$ cat src/rtl/plic_bus_arbiter.sv
// Round-robin arbiter sharing the interrupt controller's register port between
// the CPU data port (master 0) and the debug port (master 1), with a slave timeout.
module plic_bus_arbiter #(
  parameter int unsigned TIMEOUT    = 255,
  parameter logic [31:0] ERROR_DATA = 32'hFFFF_FFFF
) (
  input  logic        i_clock,
  input  logic        i_reset,
  input  logic        i_m0_request,
  input  logic        i_m0_rw,
  input  logic [23:0] i_m0_address,
  input  logic [31:0] i_m0_wdata,
  output logic [31:0] o_m0_rdata,
  output logic        o_m0_ready,
  output logic        o_m0_error,
  input  logic        i_m1_request,
  input  logic        i_m1_rw,
  input  logic [23:0] i_m1_address,
  input  logic [31:0] i_m1_wdata,
  output logic [31:0] o_m1_rdata,
  output logic        o_m1_ready,
  output logic        o_m1_error,
  output logic        o_s_request,
  output logic        o_s_rw,
  output logic [23:0] o_s_address,
  output logic [31:0] o_s_wdata,
  input  logic [31:0] i_s_rdata,
  input  logic        i_s_ready,
  output logic        o_grant,
  output logic        o_busy
);

  typedef enum logic [1:0] {S_IDLE, S_BUSY, S_RECOVER} state_e;

  localparam logic [15:0] TO_LAST = 16'(TIMEOUT - 1);

  state_e            state_q, state_d;
  logic              last_grant_q, last_grant_d;
  logic [15:0]       cnt_q, cnt_d;
  logic              s_req_q, s_req_d;
  logic              s_rw_q, s_rw_d;
  logic [23:0]       s_addr_q, s_addr_d;
  logic [31:0]       s_wdata_q, s_wdata_d;
  logic              grant_q, grant_d;
  logic              busy_q, busy_d;
  logic [1:0]        ready_q, ready_d;
  logic [1:0]        error_q, error_d;
  logic [1:0][31:0]  rdata_q, rdata_d;

  logic [1:0]        m_rw;
  logic [1:0][23:0]  m_addr;
  logic [1:0][31:0]  m_wdata;
  logic [1:0]        eligible;
  logic              pick;

  assign m_rw    = {i_m1_rw, i_m0_rw};
  assign m_addr  = {i_m1_address, i_m0_address};
  assign m_wdata = {i_m1_wdata, i_m0_wdata};
  // A master still seeing its completion pulse has not yet dropped its request.
  assign eligible = {i_m1_request & ~ready_q[1], i_m0_request & ~ready_q[0]};

  always_comb begin
    state_d      = state_q;
    last_grant_d = last_grant_q;
    cnt_d        = cnt_q;
    s_req_d      = s_req_q;
    s_rw_d       = s_rw_q;
    s_addr_d     = s_addr_q;
    s_wdata_d    = s_wdata_q;
    grant_d      = grant_q;
    ready_d      = '0;
    error_d      = '0;
    rdata_d      = rdata_q;
    pick         = 1'b0;
    case (state_q)
      S_IDLE: begin
        if (|eligible) begin
          pick         = (&eligible) ? ~last_grant_q : eligible[1];
          s_rw_d       = m_rw[pick];
          s_addr_d     = m_addr[pick];
          s_wdata_d    = m_wdata[pick];
          s_req_d      = 1'b1;
          cnt_d        = '0;
          grant_d      = pick;
          last_grant_d = pick;
          state_d      = S_BUSY;
        end
      end
      S_BUSY: begin
        if (s_req_q) cnt_d = cnt_q + 16'd1;
        // A slave answer on the final allowed cycle still counts as a normal completion.
        if (i_s_ready) begin
          rdata_d[grant_q] = i_s_rdata;
          ready_d[grant_q] = 1'b1;
          s_req_d          = 1'b0;
          state_d          = S_RECOVER;
        end else if (cnt_q == TO_LAST) begin
          rdata_d[grant_q] = ERROR_DATA;
          ready_d[grant_q] = 1'b1;
          error_d[grant_q] = 1'b1;
          s_req_d          = 1'b0;
          state_d          = S_RECOVER;
        end
      end
      S_RECOVER: begin
        if (!i_s_ready) state_d = S_IDLE;
      end
      default: state_d = S_IDLE;
    endcase
    busy_d = (state_d != S_IDLE);
  end

  always_ff @(posedge i_clock) begin
    if (i_reset) begin
      state_q      <= S_IDLE;
      last_grant_q <= 1'b1;
      cnt_q        <= '0;
      s_req_q      <= 1'b0;
      s_rw_q       <= 1'b0;
      s_addr_q     <= '0;
      s_wdata_q    <= '0;
      grant_q      <= 1'b0;
      busy_q       <= 1'b0;
      ready_q      <= '0;
      error_q      <= '0;
      rdata_q      <= '0;
    end else begin
      state_q      <= state_d;
      last_grant_q <= last_grant_d;
      cnt_q        <= cnt_d;
      s_req_q      <= s_req_d;
      s_rw_q       <= s_rw_d;
      s_addr_q     <= s_addr_d;
      s_wdata_q    <= s_wdata_d;
      grant_q      <= grant_d;
      busy_q       <= busy_d;
      ready_q      <= ready_d;
      error_q      <= error_d;
      rdata_q      <= rdata_d;
    end
  end

  assign o_m0_rdata  = rdata_q[0];
  assign o_m1_rdata  = rdata_q[1];
  assign o_m0_ready  = ready_q[0];
  assign o_m1_ready  = ready_q[1];
  assign o_m0_error  = error_q[0];
  assign o_m1_error  = error_q[1];
  assign o_s_request = s_req_q;
  assign o_s_rw      = s_rw_q;
  assign o_s_address = s_addr_q;
  assign o_s_wdata   = s_wdata_q;
  assign o_grant     = grant_q;
  assign o_busy      = busy_q;

endmodule

$ cat config.mk
export PLATFORM = sky130hd
export DESIGN_NAME = plic_bus_arbiter
export DESIGN_NICKNAME = d
export VERILOG_FILES = /design/src/rtl/plic_bus_arbiter.sv
export SDC_FILE = /design/constraint.sdc
export NUM_CORES = 1
export LEC_CHECK = 0
export ABC_CLOCK_PERIOD_IN_PS = 2000
export BUFFER_PORTS_ARGS = -buffer_cell sky130_fd_sc_hd__buf_2
export CAP_MARGIN = 30
export CORE_MARGIN = 10
export CORE_UTILIZATION = 49
export CTS_BUF_LIST = sky130_fd_sc_hd__clkbuf_4
export DETAILED_ROUTE_END_ITERATION = 16
export GPL_ROUTABILITY_DRIVEN = 0
export PLACE_DENSITY = 0.83
export SKIP_LAST_GASP = 1
export SLEW_MARGIN = 0
export SYNTH_ARGS = -nofsm -noshare
export SYNTH_HDL_FRONTEND = slang
export SYNTH_SLANG_ARGS = --single-unit
export TNS_END_PERCENT = 50
$ cat constraint.sdc
create_clock -name i_clock -period 2 [get_ports i_clock]
set_input_delay 0.3 -clock i_clock [delete_from_list [all_inputs] [get_ports i_clock]]
set_output_delay 0.3 -clock i_clock [all_outputs]
set_load 0.1 [all_outputs]
# --- Yosys cells after proc, flatten, opt, wreduce, memory -nomap -nowiden ---
# Index checks and enable logic that the tools add are counted.
classes:
  addsub: 1
  magnitude_cmp: 3
  eq_ne: 6
  mux: 28
  bitwise: 7
  n_reduce_logical: 13
ops:
  columns: ["operator", "n"]
  rows:
  - ["$mux W64", 2]
  - ["$mux W32", 3]
  - ["$bwmux W64", 1]
  - ["$or A64 B64 Y64", 1]
  - ["$mux W24", 2]
  - ["$demux W32 S1", 1]
  - ["$mux W16", 2]
  - ["$pmux W16 S2", 1]
  - ["$add A16 B1 Y16 const B", 1]
  - ["$eq A16 B8 Y1 const B", 1]
  - ["$mux W2", 6]
  - ["$mux W1", 7]
  - ["$pmux W2 S3", 1]
  - ["$reduce_and A2 Y1", 3]
  - ["$reduce_and A3 Y1", 2]
  - ["$reduce_bool A2 Y1", 3]
  - ["$lt A1 B2 Y1 const B", 2]
  - ["$ne A2 B2 Y1 const B", 2]
  - ["$not A1 Y1", 4]
  - ["$reduce_or A2 Y1", 2]
  - ["$ne A3 B3 Y1 const B", 1]
  - ["$reduce_or A3 Y1", 1]
  - ["$and A1 B1 Y1", 2]
  - ["$eq A2 B1 Y1 const B", 1]
  - ["6 further kinds", 6]
word_totals:
  reg_bits: 147
  in_bits: 151

# --- Depth between registers and ports, before layout ---
# Gate-level depths: netlist of the first run.
depth:
  depth_word: 7
  depth_mapped: 8

# --- Least setup slack after synthesis of the first run ---
# OpenSTA, ideal clock, no wires.
synth_path:
  kind: "register to register"
  start: "register grant_q (netlist: o_grant)"
  end: "register rdata_q (netlist bit o_m1_rdata[10])"
  setup_time_ps: 86
  arrival_time_ps: 2321
  required_time_ps: 1914
  setup_slack_ps: -407
  path_stages_with_launch: 8
  n_path_buf: 2
  synth_period_minus_slack_ps: 2407
  path_cell_list: "dfxtp_1 -> nand2_1 -> nor2_1 -> and2_1 -> clkbuf_1 -> clkbuf_1 -> nor2_1 -> a211oi_1"
synth_between:
  elab_chain_len: 7
  word_cells_on_any_way: 9
  classes_between: "2 x order compare; 5 x mux; 1 x bitwise; 1 x reduce/logical"
synth_rtl:
  columns: ["item", "line_no", "text"]
  rows:
  - ["from (decl)", "44", "logic grant_q, grant_d;"]
  - ["from (signal assigned)", "135", "grant_q <= grant_d;"]
  - ["$lt A1 B2 Y1 (implied by the code) / $ge A1 B1 Y1 (equally long branches)", "93, 98", null]
  - ["$logic_and A1 B1 Y1 (implied by the code)", "93, 98", null]
  - ["$mux W32 (implied by the code)", "93, 98", null]
  - ["$demux W32 S1 (*)", "93, 98", null]
  - ["$or A64 B64 Y64 (no source line)", null, null]
  - ["$mux W64", "97", "end else if (cnt_q == TO_LAST) begin"]
  - ["$mux W64 (*)", "92", "if (i_s_ready) begin"]
  - ["to (signal assigned)", "139", "rdata_q <= rdata_d;"]
  - ["to (decl)", "48", "logic [1:0][31:0] rdata_q, rdata_d;"]
# Mark *: on every way between the ends. The rest lies on a longest branch, timed or not. The select of a mux whose other input is x is not followed.
# A chain may end at the register's enable or synchronous reset.

# --- Worst setup path after layout of the first run ---
layout_path:
  start: "register cnt_q[11]"
  end: "register rdata_q (netlist bit o_m0_rdata[0])"
layout_between:
  elab_chain_len: 3
layout_rtl:
  columns: ["item", "line_no", "text"]
  rows:
  - ["from (decl)", "39", "logic [15:0] cnt_q, cnt_d;"]
  - ["from (signal assigned)", "130", "cnt_q <= cnt_d;"]
  - ["$eq A16 B8 Y1", "97", null]
  - ["$reduce_bool A2 Y1 (no source line)", null, null]
  - ["$reduce_and A2 Y1 (no source line)", null, null]
# No other way between the ends.

==> results of run 1 <==
[flip-flops by register name (all words and copies together) (netlist names), 2 cells and up]
register	count
state_q	2
error_q	2
ready_q	2
o_s_wdata	32
o_s_address	24
o_m0_rdata	32
o_m1_rdata	32
cnt_q	16
[metrics by stage]
step           cell area, um2  hold slack [ns]  std cells
3_3_place_gp             7806           0.4391       1083
2_1_floorplan            6246           0.4364        672
4_1_cts                  8318        0.0001017       1130
5_1_grt                  8334          0.02568       1131
6_report                 8337          0.05291       1132
3_5_place_dp             7806           0.4466       1083
[layer usage]
metal,vias to the layer above,part of all wire,routed length (um),track usage
met4,0,0.034,641,0.09841
met1,2523,0.40,7488,0.2287
met3,44,0.089,1663,0.07835
met2,245,0.48,8948,0.3379
met5,-,0,0,0
li1,2902,-,-,-
[layout make-up]
class,count,area [um2]
Clock buffer,18,135.1
Timing Repair Buffer,309,1752
Tap cell,172,215.2
Multi-Input combinational cell,435,2922
Antenna cell,2,5.005
Clock inverter,14,226.5
Inverter,35,131.4
Fill cell,1040,4232
Sequential cell,147,2950
[cells by family (layout without fill, tap and decap cells)]
family | count (synthesis) | after routing | synth area share
AOI/OAI and AO/OA | 145 | 145 | 0.1982
and+or+nand+nor | 218 | 218 | 0.1516
muxes | 58 | 58 | 0.09326
DFF | 147 | 147 | 0.4717
adders and majority gates | 2 | 2 | 0.004011
xor gates and xnor gates | 12 | 12 | 0.01685
buffers and inverters | 90 | 376 | 0.06438
other | 0 | 2 | 0
[critical path, cell delays in order (launching register included)]
cell and delay (ns):
dfxtp_1 0.37, or4_4 0.53, nor4_4 0.16, and2_4 0.24, o21ai_4 0.07, buf_12 0.19, a211oi_1 0.23
[Yosys cell counts (all sizes together), types with 2 or more instances]
| cell | number | area share |
|---|---|---|
| a211oi | 121 | 0.17 |
| a21oi | 6 | 0.0048 |
| and2 | 5 | 0.0054 |
| buf | 23 | 0.024 |
| clkbuf | 32 | 0.019 |
| dfxtp | 147 | 0.47 |
| ha | 2 | 0.0040 |
| inv | 35 | 0.021 |
| mux2i | 57 | 0.091 |
| nand2 | 9 | 0.0066 |
| nand2b | 4 | 0.0040 |
| nand3 | 2 | 0.0016 |
| nand4 | 4 | 0.0064 |
| nor2 | 177 | 0.11 |
| nor2b | 2 | 0.0020 |
| nor3 | 5 | 0.0040 |
| nor4 | 4 | 0.0074 |
| o2111ai | 5 | 0.0070 |
| o211ai | 3 | 0.0036 |
| o21a | 2 | 0.0024 |
| o21ai | 5 | 0.0058 |
| or3 | 2 | 0.0020 |
| xor2 | 11 | 0.015 |
[worst paths after layout]
path | from | to | slack, ns | cells after the start
worst max-delay path | cnt_q[11]$_SDFFE_PP0P_ | o_m0_rdata[0]$_SDFFE_PP0P_ | 0.12 | 6
worst min-delay path | i_s_rdata[7] | o_m1_rdata[7]$_SDFFE_PP0P_ | 0.05 | 3
worst max register to register | cnt_q[11]$_SDFFE_PP0P_ | o_m0_rdata[0]$_SDFFE_PP0P_ | 0.12 | 6
worst min register to register | o_m0_rdata[31]$_SDFFE_PP0P_ | o_m0_rdata[31]$_SDFFE_PP0P_ | 0.46 | 2
[power breakdown]
group / switching, uW / internal [uW] / leakage (uW)
combinational: 2240 / 602 / 0.00255
sequential: 119 / 3160 / 0.00121
clock: 1120 / 1150 / 0.000191
[repair_timing]
| action | in CTS | in global routing |
|---|---|---|
| gates resized for setup | 0 | 2 |
| hold endpoints to repair | 21 | 0 |
| hold buffers | 15 | 0 |
| endpoints found under the setup margin | 0 | 5 |
[cells in the final DEF, fill, tap and decap left out, types with 7 or more instances in the layout]
cell type / synthesis / routed
nand2_1: 8 / 8
mux2i_1: 57 / 57
clkbuf_4: 0 / 18
a211oi_1: 90 / 89
inv_1: 35 / 35
buf_4: 3 / 10
dlygate4sd3_1: 0 / 15
dfxtp_1: 147 / 143
a211oi_2: 31 / 32
buf_2: 6 / 277
buf_12: 0 / 7
xor2_1: 11 / 11
nor2_1: 177 / 177
==> metrics.cfg, run 1 <==
[cts]
postCtsSetupBuffers=0
insertion_delay_ns=0.56
htreeDepth=4
cts.sinks=147
clkTransAtPathRegs_ns=0.14
cts_made_buffers=17
cts_buffer_depth=2
cts_root_buf=clkbuf_4
cts_tree=done

[power_and_ir_drop]
irDropWorstVdd_uv=541.3
power.density_nw_per_um2=1006
leakage_uw=0.003951
total_power_uw=8390

[detailed_routing]
post_drt_wl_per_cell_um=16.56
drtIter0Drc=263
wl_um=18740
dr_total_vias=5714
drc=0
drtPass1Iterations=4
viasPerCell=5.048
drtAntennaViolNets=0

[synthesis]
avgSynthCellArea_um2=9.283
syn_nets=825
async_reset_ff_frac=0
yosys_warnings=0
syn_inst=672
netlist_area_um2=6238
ys_types=44
synth_ff_type=dfxtp_1
synth_edf_count=0
yosysSeqAreaShare=0.4717
ys_seq_elements=147

[place]
dp_hpwl_um=14420
numPortBuffers=278
place_ws_ns=0.1465

[cells_and_area]
area_growth_pct=33.63
drive_gt1_frac=0.3873
postLayoutCoreUtil=0.6633
final_nets=1098

[timing]
setup_viol=0
setup-tns-final_ns=0
fmaxAchievable_ghz=0.5315
grt_setup_unrepaired=yes
final_hold_viol_count=0
period_needed_ns=1.882
fin_crit_sh=0.9408
worst_slew_pin_slew_ns=0.6097
skew_ns=0.02144
timing.slew.headroom=0.5908
worst_slack_ns=0.1184
final-max-slew-violation-count=0

[floorplan]
pin_count=279
fp.dieH_um=132.8
core_area_um2=12570
die_area_um2=17650
row_count=41
initial_core_util=0.4964
die-width_um=132.8

[global_route]
grt_max_degree=72
grt_pass1_wl_um=29730
grt_pass1_vias=5783
grt_overflow=0
antenna_found_initial=2
track_usage=0.2054

[status]
status=finished, final reports clean

[job]
cap_viol_max_count=0

[hold_path]
hp-class=primary input to flip-flop

[worst_setup_path]
end_kind=flip-flop
required_ns=2.48
cp_max_fo=32
critPathLaunchType=flip-flop
critPathKind=flip-flop to flip-flop
crit_arrival_ns=2.36

(Power assumes the default switching activity.)
==> run 2, diff against run 1 <==
--- a/config.mk
+++ b/config.mk
@@ -12,8 +12,8 @@
 export CORE_UTILIZATION = 49
 export CTS_BUF_LIST = sky130_fd_sc_hd__clkbuf_4
 export DETAILED_ROUTE_END_ITERATION = 16
-export GPL_ROUTABILITY_DRIVEN = 0
 export PLACE_DENSITY = 0.83
+export RECOVER_POWER = 25
 export SKIP_LAST_GASP = 1
 export SLEW_MARGIN = 0
 export SYNTH_ARGS = -nofsm -noshare
==> run 2 against run 1 <==
Against the previous run: final area fell by 0.14%; worst hold slack got worse by 0.0048 ns; critical endpoint unchanged; clock-buffer cell count unchanged; register-to-register slack barely moved; routed wire length about the same; critical path type unchanged.
==> metrics.cfg, run 2 (synthesis gave the netlist of run 1 again) <==
[status]
status=finished, final reports clean  ; unchanged

[timing]
timing.slew.headroom=0.3891  ; was 0.5908
period_needed_ns=1.888  ; was 1.882 ns
fmaxAchievable_ghz=0.5298  ; was 0.5315 GHz
final-max-slew-violation-count=0  ; unchanged
setup_viol=0  ; unchanged
final_hold_viol_count=0  ; unchanged
holdWs_ns=0.04806  ; was 0.05291 ns
worst_slew_pin_slew_ns=0.9068  ; was 0.6097 ns
grt_setup_unrepaired=yes  ; unchanged
skew_ns=0.02105  ; was 0.02144 ns
fin_crit_sh=0.9438  ; was 0.9408

[worst_setup_path]
crit_start=cnt_q[11]$_SDFFE_PP0P_  ; unchanged
path_buf_inv=1  ; unchanged
slowest_stage=or4_4  ; unchanged
required_ns=2.48  ; about the same
cp_max_fo=32  ; unchanged
critPathLaunchType=flip-flop  ; unchanged
crit_chain=or4_4 > nor4_4 > and2_4 > o21ai_4 > buf_12 > a211oi_1  ; unchanged
slowest_delay_ns=0.53  ; about the same
end_kind=flip-flop  ; unchanged
critPathKind=flip-flop to flip-flop  ; unchanged
crit_arrival_ns=2.36  ; about the same
timing.rr.start=cnt_q[11]$_SDFFE_PP0P_  ; unchanged
critPathTopFamily=simple AND/OR/NAND/NOR gates  ; unchanged

[place]
numPortBuffers=278  ; unchanged
placed_area_um2=7806  ; unchanged
gp_congestion=0.8578
place_inst=1083  ; unchanged
dp_hpwl_um=14420  ; unchanged

[cells_and_area]
final_cell_mix=277 x buf_2, 177 x nor2_1, 144 x dfxtp_1  ; was 277 x buf_2, 177 x nor2_1, 143 x dfxtp_1
final_area_um2=8325  ; was 8337 um2
final_nets=1098  ; unchanged
seqCellArea_um2=2949  ; was 2950 um2
area_growth_pct=33.45  ; was 33.63%
multi_input_area_um2=2914  ; was 2922 um2
fillCellCount=1039  ; was 1040
drive_gt1_frac=0.3852  ; was 0.3873
layout_commonest_cell=buf_2  ; unchanged
postLayoutCoreUtil=0.6624  ; was 0.6633
fin_cells=1132  ; unchanged

[global_route]
track_usage=0.2054  ; unchanged
antenna_found_initial=2  ; unchanged
grt_pass1_wl_um=29730  ; unchanged
grt_max_degree=72  ; unchanged
grt_overflow=0  ; unchanged
grt_pass1_vias=5783  ; unchanged

[floorplan]
die-width_um=132.8  ; unchanged
core_area_um2=12570  ; unchanged
initial_core_util=0.4964  ; unchanged
fp.dieH_um=132.8  ; unchanged
pin_count=279  ; unchanged
row_count=41  ; unchanged
die_area_um2=17650  ; unchanged

[detailed_routing]
met2_length_um=8959  ; was 8948 um
post_drt_wl_per_cell_um=16.56  ; about the same
dr_total_vias=5699  ; was 5714
met1Wirelength_um=7533  ; was 7488 um
drc=0  ; unchanged
viasPerCell=5.034  ; was 5.048
drtPass1Iterations=4  ; unchanged
routed-wl-met3_um=1618  ; was 1663 um
drtAntennaViolNets=0  ; unchanged
wl_um=18750  ; was 18740 um
drtIter0Drc=254  ; was 263
top_layer_used=met4  ; unchanged

[cts]
cts.sinks=147  ; unchanged
cts_buffer_depth=2  ; unchanged
cts_root_buf=clkbuf_4  ; unchanged
cts_made_buffers=17  ; unchanged
htreeDepth=4  ; unchanged
clkTransAtPathRegs_ns=0.13  ; was 0.14 ns
cts_tree=done  ; unchanged
insertion_delay_ns=0.56  ; about the same

[power_and_ir_drop]
leakage_uw=0.003948  ; was 0.003951 uW
irDropWorstVdd_uv=541.1  ; was 541.3 uV
power.density_nw_per_um2=1008  ; was 1006 nW/um2

[hold_path]
hp-class=primary input to flip-flop  ; unchanged
hold_start=i_s_rdata[24]  ; was i_s_rdata[7]

[job]
cap_viol_max_count=0  ; unchanged

[run 2: cell types whose count changed in the layout (fill, tap and decap cells not counted)]
| cell | before | now |
|---|---|---|
| buf_4 | 10 | 9 |
| clkbuf_2 | 0 | 1 |
| dfxtp_1 | 143 | 144 |
| dfxtp_2 | 3 | 2 |
| o21a_1 | 1 | 2 |
| o21a_4 | 1 | 0 |
| o21ai_0 | 3 | 4 |
| o21ai_1 | 1 | 0 |
[run 2: power by group]
group	switching [uW]	internal (uW)
clock network	1120	1150
registers	119	3160
logic	2240	597
[run 2: path summary, 6_finish.rpt]
kind,slack (ns),endpoint,cells past startpoint
worst max register to register,0.11,o_m0_rdata[0]$_SDFFE_PP0P_,6
worst min-delay path,0.05,o_m1_rdata[24]$_SDFFE_PP0P_,3
worst min register to register,0.46,o_m0_rdata[31]$_SDFFE_PP0P_,2
worst max-delay path,0.11,o_m0_rdata[0]$_SDFFE_PP0P_,6
[run 2: routing by layer]
| metal | up-vias | GRT usage |
|---|---|---|
| met2 | 239 | 0.3379 |
| met1 | 2514 | 0.2287 |
| met3 | 44 | 0.07835 |
| met5 | - | 0 |
| met4 | 0 | 0.09841 |
| li1 | 2902 | - |
[run 2: area by class of cell]
class | instances | share of cell area
Sequential cell | 147 | 0.3542
Multi-Input combinational cell | 435 | 0.3500
Timing Repair Buffer | 309 | 0.2101
Clock inverter | 14 | 0.02720
Tap cell | 172 | 0.02585
Clock buffer | 18 | 0.01623
Inverter | 35 | 0.01578
Antenna cell | 2 | 0.0006011
[run 2: worst reg2reg max path, delay by kind of cell (launching register included)]
kind                   cells  cell delay, ns
and+or+nand+nor            3            0.93
DFF                        1            0.37
AOI/OAI and AO/OA          2            0.33
buffers and inverters      1            0.19
[run 2: per-stage QoR]
step           worst slack [ns]  power (uW)  setup TNS, ns
2_1_floorplan           0.06337        5567              0
3_3_place_gp             0.2077        6139              0
3_5_place_dp             0.1465        6175              0
4_1_cts                  0.1189        8454              0
5_1_grt               -0.007763        8716      -0.008380
6_report                 0.1124        8388              0
[run 2: timing repair]
action | 4_1_cts | 5_1_grt
hold buffers | 15 | 0
hold endpoints to repair | 21 | 0
setup endpoints to repair | 0 | 5
buffers inserted | 0 | 0
gates resized for setup | 0 | 2
==> run 3, diff against run 2 <==
--- a/config.mk
+++ b/config.mk
@@ -5,14 +5,14 @@
 export SDC_FILE = /design/constraint.sdc
 export NUM_CORES = 1
 export LEC_CHECK = 0
-export ABC_CLOCK_PERIOD_IN_PS = 2000
+export ABC_CLOCK_PERIOD_IN_PS = 2300
 export BUFFER_PORTS_ARGS = -buffer_cell sky130_fd_sc_hd__buf_2
 export CAP_MARGIN = 30
 export CORE_MARGIN = 10
-export CORE_UTILIZATION = 49
+export CORE_UTILIZATION = 53
 export CTS_BUF_LIST = sky130_fd_sc_hd__clkbuf_4
 export DETAILED_ROUTE_END_ITERATION = 16
-export PLACE_DENSITY = 0.83
+export PLACE_DENSITY = 0.88
 export RECOVER_POWER = 25
 export SKIP_LAST_GASP = 1
 export SLEW_MARGIN = 0
==> constraint.sdc (replaced) <==
create_clock -name i_clock -period 2.3 [get_ports i_clock]
set_input_delay 0.345 -clock i_clock [delete_from_list [all_inputs] [get_ports i_clock]]
set_output_delay 0.345 -clock i_clock [all_outputs]
set_load 0.1 [all_outputs]
==> run 3 against run 2 <==
Against the previous run: sequential share of layout area up 1.6 points; flip-flop and latch count unchanged; final area down 4.4%; via count shrank 0.14%; combinational power decreased by 15%; register-to-register slack improved by 0.16 ns; clock-buffer cell count down 1.
==> metrics.cfg, run 3 (synthesis gave the netlist of run 1 again) <==
[cells_and_area]
layout_commonest_cell=buf_2  ; unchanged
fillCellCount=919  ; was 1039
area_growth_pct=27.60  ; was 33.45%
drive_gt1_frac=0.3858  ; was 0.3852
postLayoutCoreUtil=0.6942  ; was 0.6624
final_nets=1081  ; was 1098
final_cell_mix=235 x buf_2, 177 x nor2_1, 146 x dfxtp_1  ; was 277 x buf_2, 177 x nor2_1, 144 x dfxtp_1

[detailed_routing]
dr_total_vias=5691  ; was 5699
drc=0  ; unchanged
drtIter0Drc=425  ; was 254
post_drt_wl_per_cell_um=17.57  ; was 16.56 um
drtPass1Iterations=4  ; unchanged
viasPerCell=5.245  ; was 5.034
wl_um=19070  ; was 18750 um
drtAntennaViolNets=0  ; unchanged

[global_route]
grt_max_degree=95  ; was 72
grt_pass1_wl_um=29500  ; was 29730 um
track_usage=0.2189  ; was 0.2054
grt_pass1_vias=5778  ; was 5783
grt_overflow=0  ; unchanged
antenna_found_initial=1  ; was 2

[worst_setup_path]
crit_arrival_ns=2.48  ; was 2.36 ns
crit_chain=or4_1 > nor4_4 > and2_4 > o21ai_4 > buf_4 > a211oi_2  ; was or4_4 > nor4_4 > and2_4 > o21ai_4 > buf_12 > a211oi_1
critPathTopFamily=simple AND/OR/NAND/NOR gates  ; unchanged
reg2reg_to=o_m0_rdata[4]$_SDFFE_PP0P_  ; was o_m0_rdata[0]$_SDFFE_PP0P_
slowest_delay_ns=0.56  ; was 0.53 ns
crit_start=cnt_q[11]$_SDFFE_PP0P_  ; unchanged
cp_max_fo=32  ; unchanged
r2r_slack_ns=0.27  ; was 0.11 ns
slowest_stage=or4_1  ; was or4_4
path_buf_inv=1  ; unchanged
critPathLaunchType=flip-flop  ; unchanged
critPathKind=flip-flop to flip-flop  ; unchanged
ff2ff_path_depth=6  ; unchanged
required_ns=2.75  ; was 2.48 ns
timing.rr.start=cnt_q[11]$_SDFFE_PP0P_  ; unchanged
end_kind=flip-flop  ; unchanged

[hold_path]
min_to=o_m1_rdata[14]$_SDFFE_PP0P_  ; was o_m1_rdata[24]$_SDFFE_PP0P_
whs_path_depth=3  ; unchanged
hold_start=i_s_rdata[14]  ; was i_s_rdata[24]
hp-class=primary input to flip-flop  ; unchanged

[cts]
cts_hold_buf=0  ; was 15
cts_tree=done  ; unchanged
cts_root_buf=clkbuf_4  ; unchanged
postCtsSetupBuffers=0  ; unchanged
cts-resized-gates=0  ; unchanged
clkTransAtPathRegs_ns=0.15  ; was 0.13 ns
htreeDepth=4  ; unchanged
cts_buffer_depth=2  ; unchanged
cts.sinks=147  ; unchanged
cts_made_buffers=17  ; unchanged
insertion_delay_ns=0.54  ; was 0.56 ns

[timing]
setup-tns-final_ns=0  ; unchanged
timing.slew.headroom=0.6221  ; was 0.3891
skew_ns=0.02628  ; was 0.02105 ns
final_hold_viol_count=0  ; unchanged
grt_setup_unrepaired=no  ; was yes
setup_viol=0  ; unchanged
final-max-slew-violation-count=0  ; unchanged
fin_crit_sh=0.8834  ; was 0.9438
fmaxAchievable_ghz=0.4922  ; was 0.5298 GHz
period_needed_ns=2.032  ; was 1.888 ns
worst_slew_pin_slew_ns=0.5692  ; was 0.9068 ns

[floorplan]
row_count=39  ; was 41
initial_core_util=0.5440  ; was 0.4964
die_area_um2=16510  ; was 17650 um2
pin_count=279  ; unchanged
die-width_um=128.5  ; was 132.8 um
core_area_um2=11470  ; was 12570 um2
fp.dieH_um=128.5  ; was 132.8 um

[power_and_ir_drop]
leakage_uw=0.003793  ; was 0.003948 uW
irDropWorstVdd_uv=468.1  ; was 541.1 uV
total_power_uw=6863  ; was 8388 uW
power.density_nw_per_um2=862.2  ; was 1008 nW/um2

[job]
cap_viol_max_count=0  ; unchanged

[place]
gp_congestion=0.8344  ; was 0.8578
dp_hpwl_um=14470  ; was 14420 um
numPortBuffers=278  ; unchanged

[status]
status=finished, final reports clean  ; unchanged

## run 3: cell count changes in the layout (fill, tap and decap cells not counted), moves of 2 or more
cell,previous run,this run
clkinv_4,4,1
buf_2,277,235
dfxtp_1,144,146
dlygate4sd3_1,15,0
buf_4,9,11
clkinvlp_4,0,3
clkinv_2,0,2
buf_12,7,3
clkbuf_2,1,42
inv_6,3,6
bufinv_16,5,1
## run 3: worst max path at each step
stage | endpoint | cells after the start
4_1_cts | o_m0_rdata[23]$_SDFFE_PP0P_ | 6
3_5_place_dp | o_m0_rdata[23]$_SDFFE_PP0P_ | 6
6_report | o_m0_rdata[4]$_SDFFE_PP0P_ | 6
2_1_floorplan | last_grant_q$_SDFFE_PP1P_ | 7
3_3_place_gp | o_m0_rdata[0]$_SDFFE_PP0P_ | 6
5_1_grt | o_m0_rdata[23]$_SDFFE_PP0P_ | 6
## run 3: layer usage
metal	track usage	wire, um	vias to the layer above
met4	0.05566	216	0
li1	-	-	2861
met1	0.2377	7440	2567
met5	0	0	-
met3	0.09117	1803	14
met2	0.3862	9608	249
## run 3: cell type report
| type | count | area (um2) | area share |
|---|---|---|---|
| Antenna cell | 1 | 2.502 | 0.0003144 |
| Clock buffer | 17 | 127.6 | 0.01603 |
| Clock inverter | 15 | 146.4 | 0.01839 |
| Inverter | 35 | 131.4 | 0.01650 |
| Multi-Input combinational cell | 435 | 2897 | 0.3639 |
| Sequential cell | 147 | 2944 | 0.3699 |
| Tap cell | 143 | 178.9 | 0.02248 |
| Timing Repair Buffer | 292 | 1533 | 0.1925 |
## run 3: per-stage QoR
stage	setup WS, ns	instances	instance area [um2]	hold WS (ns)
2_1_floorplan	0.03111	672	6240	0.4364
3_3_place_gp	0.3828	1052	7699	0.4374
3_5_place_dp	0.3432	1052	7699	0.4429
4_1_cts	0.2870	1084	7973	0.05482
5_1_grt	0.1685	1085	7960	0.04266
6_report	0.2682	1085	7960	0.08241
## run 3: where the power goes
part	total (uW)	internal, uW	switching (uW)
combinational	2420	477	1940
clock	1590	568	1020
sequential	2850	2750	106
total	6860	3790	3070
## run 3: worst register-to-register path: cells and delay by family (launching register included)
kind	cells	cell delay [ns]
and+or+nand+nor	3	0.97
buffers and inverters	1	0.29
AOI/OAI and AO/OA	2	0.34
DFF	1	0.37
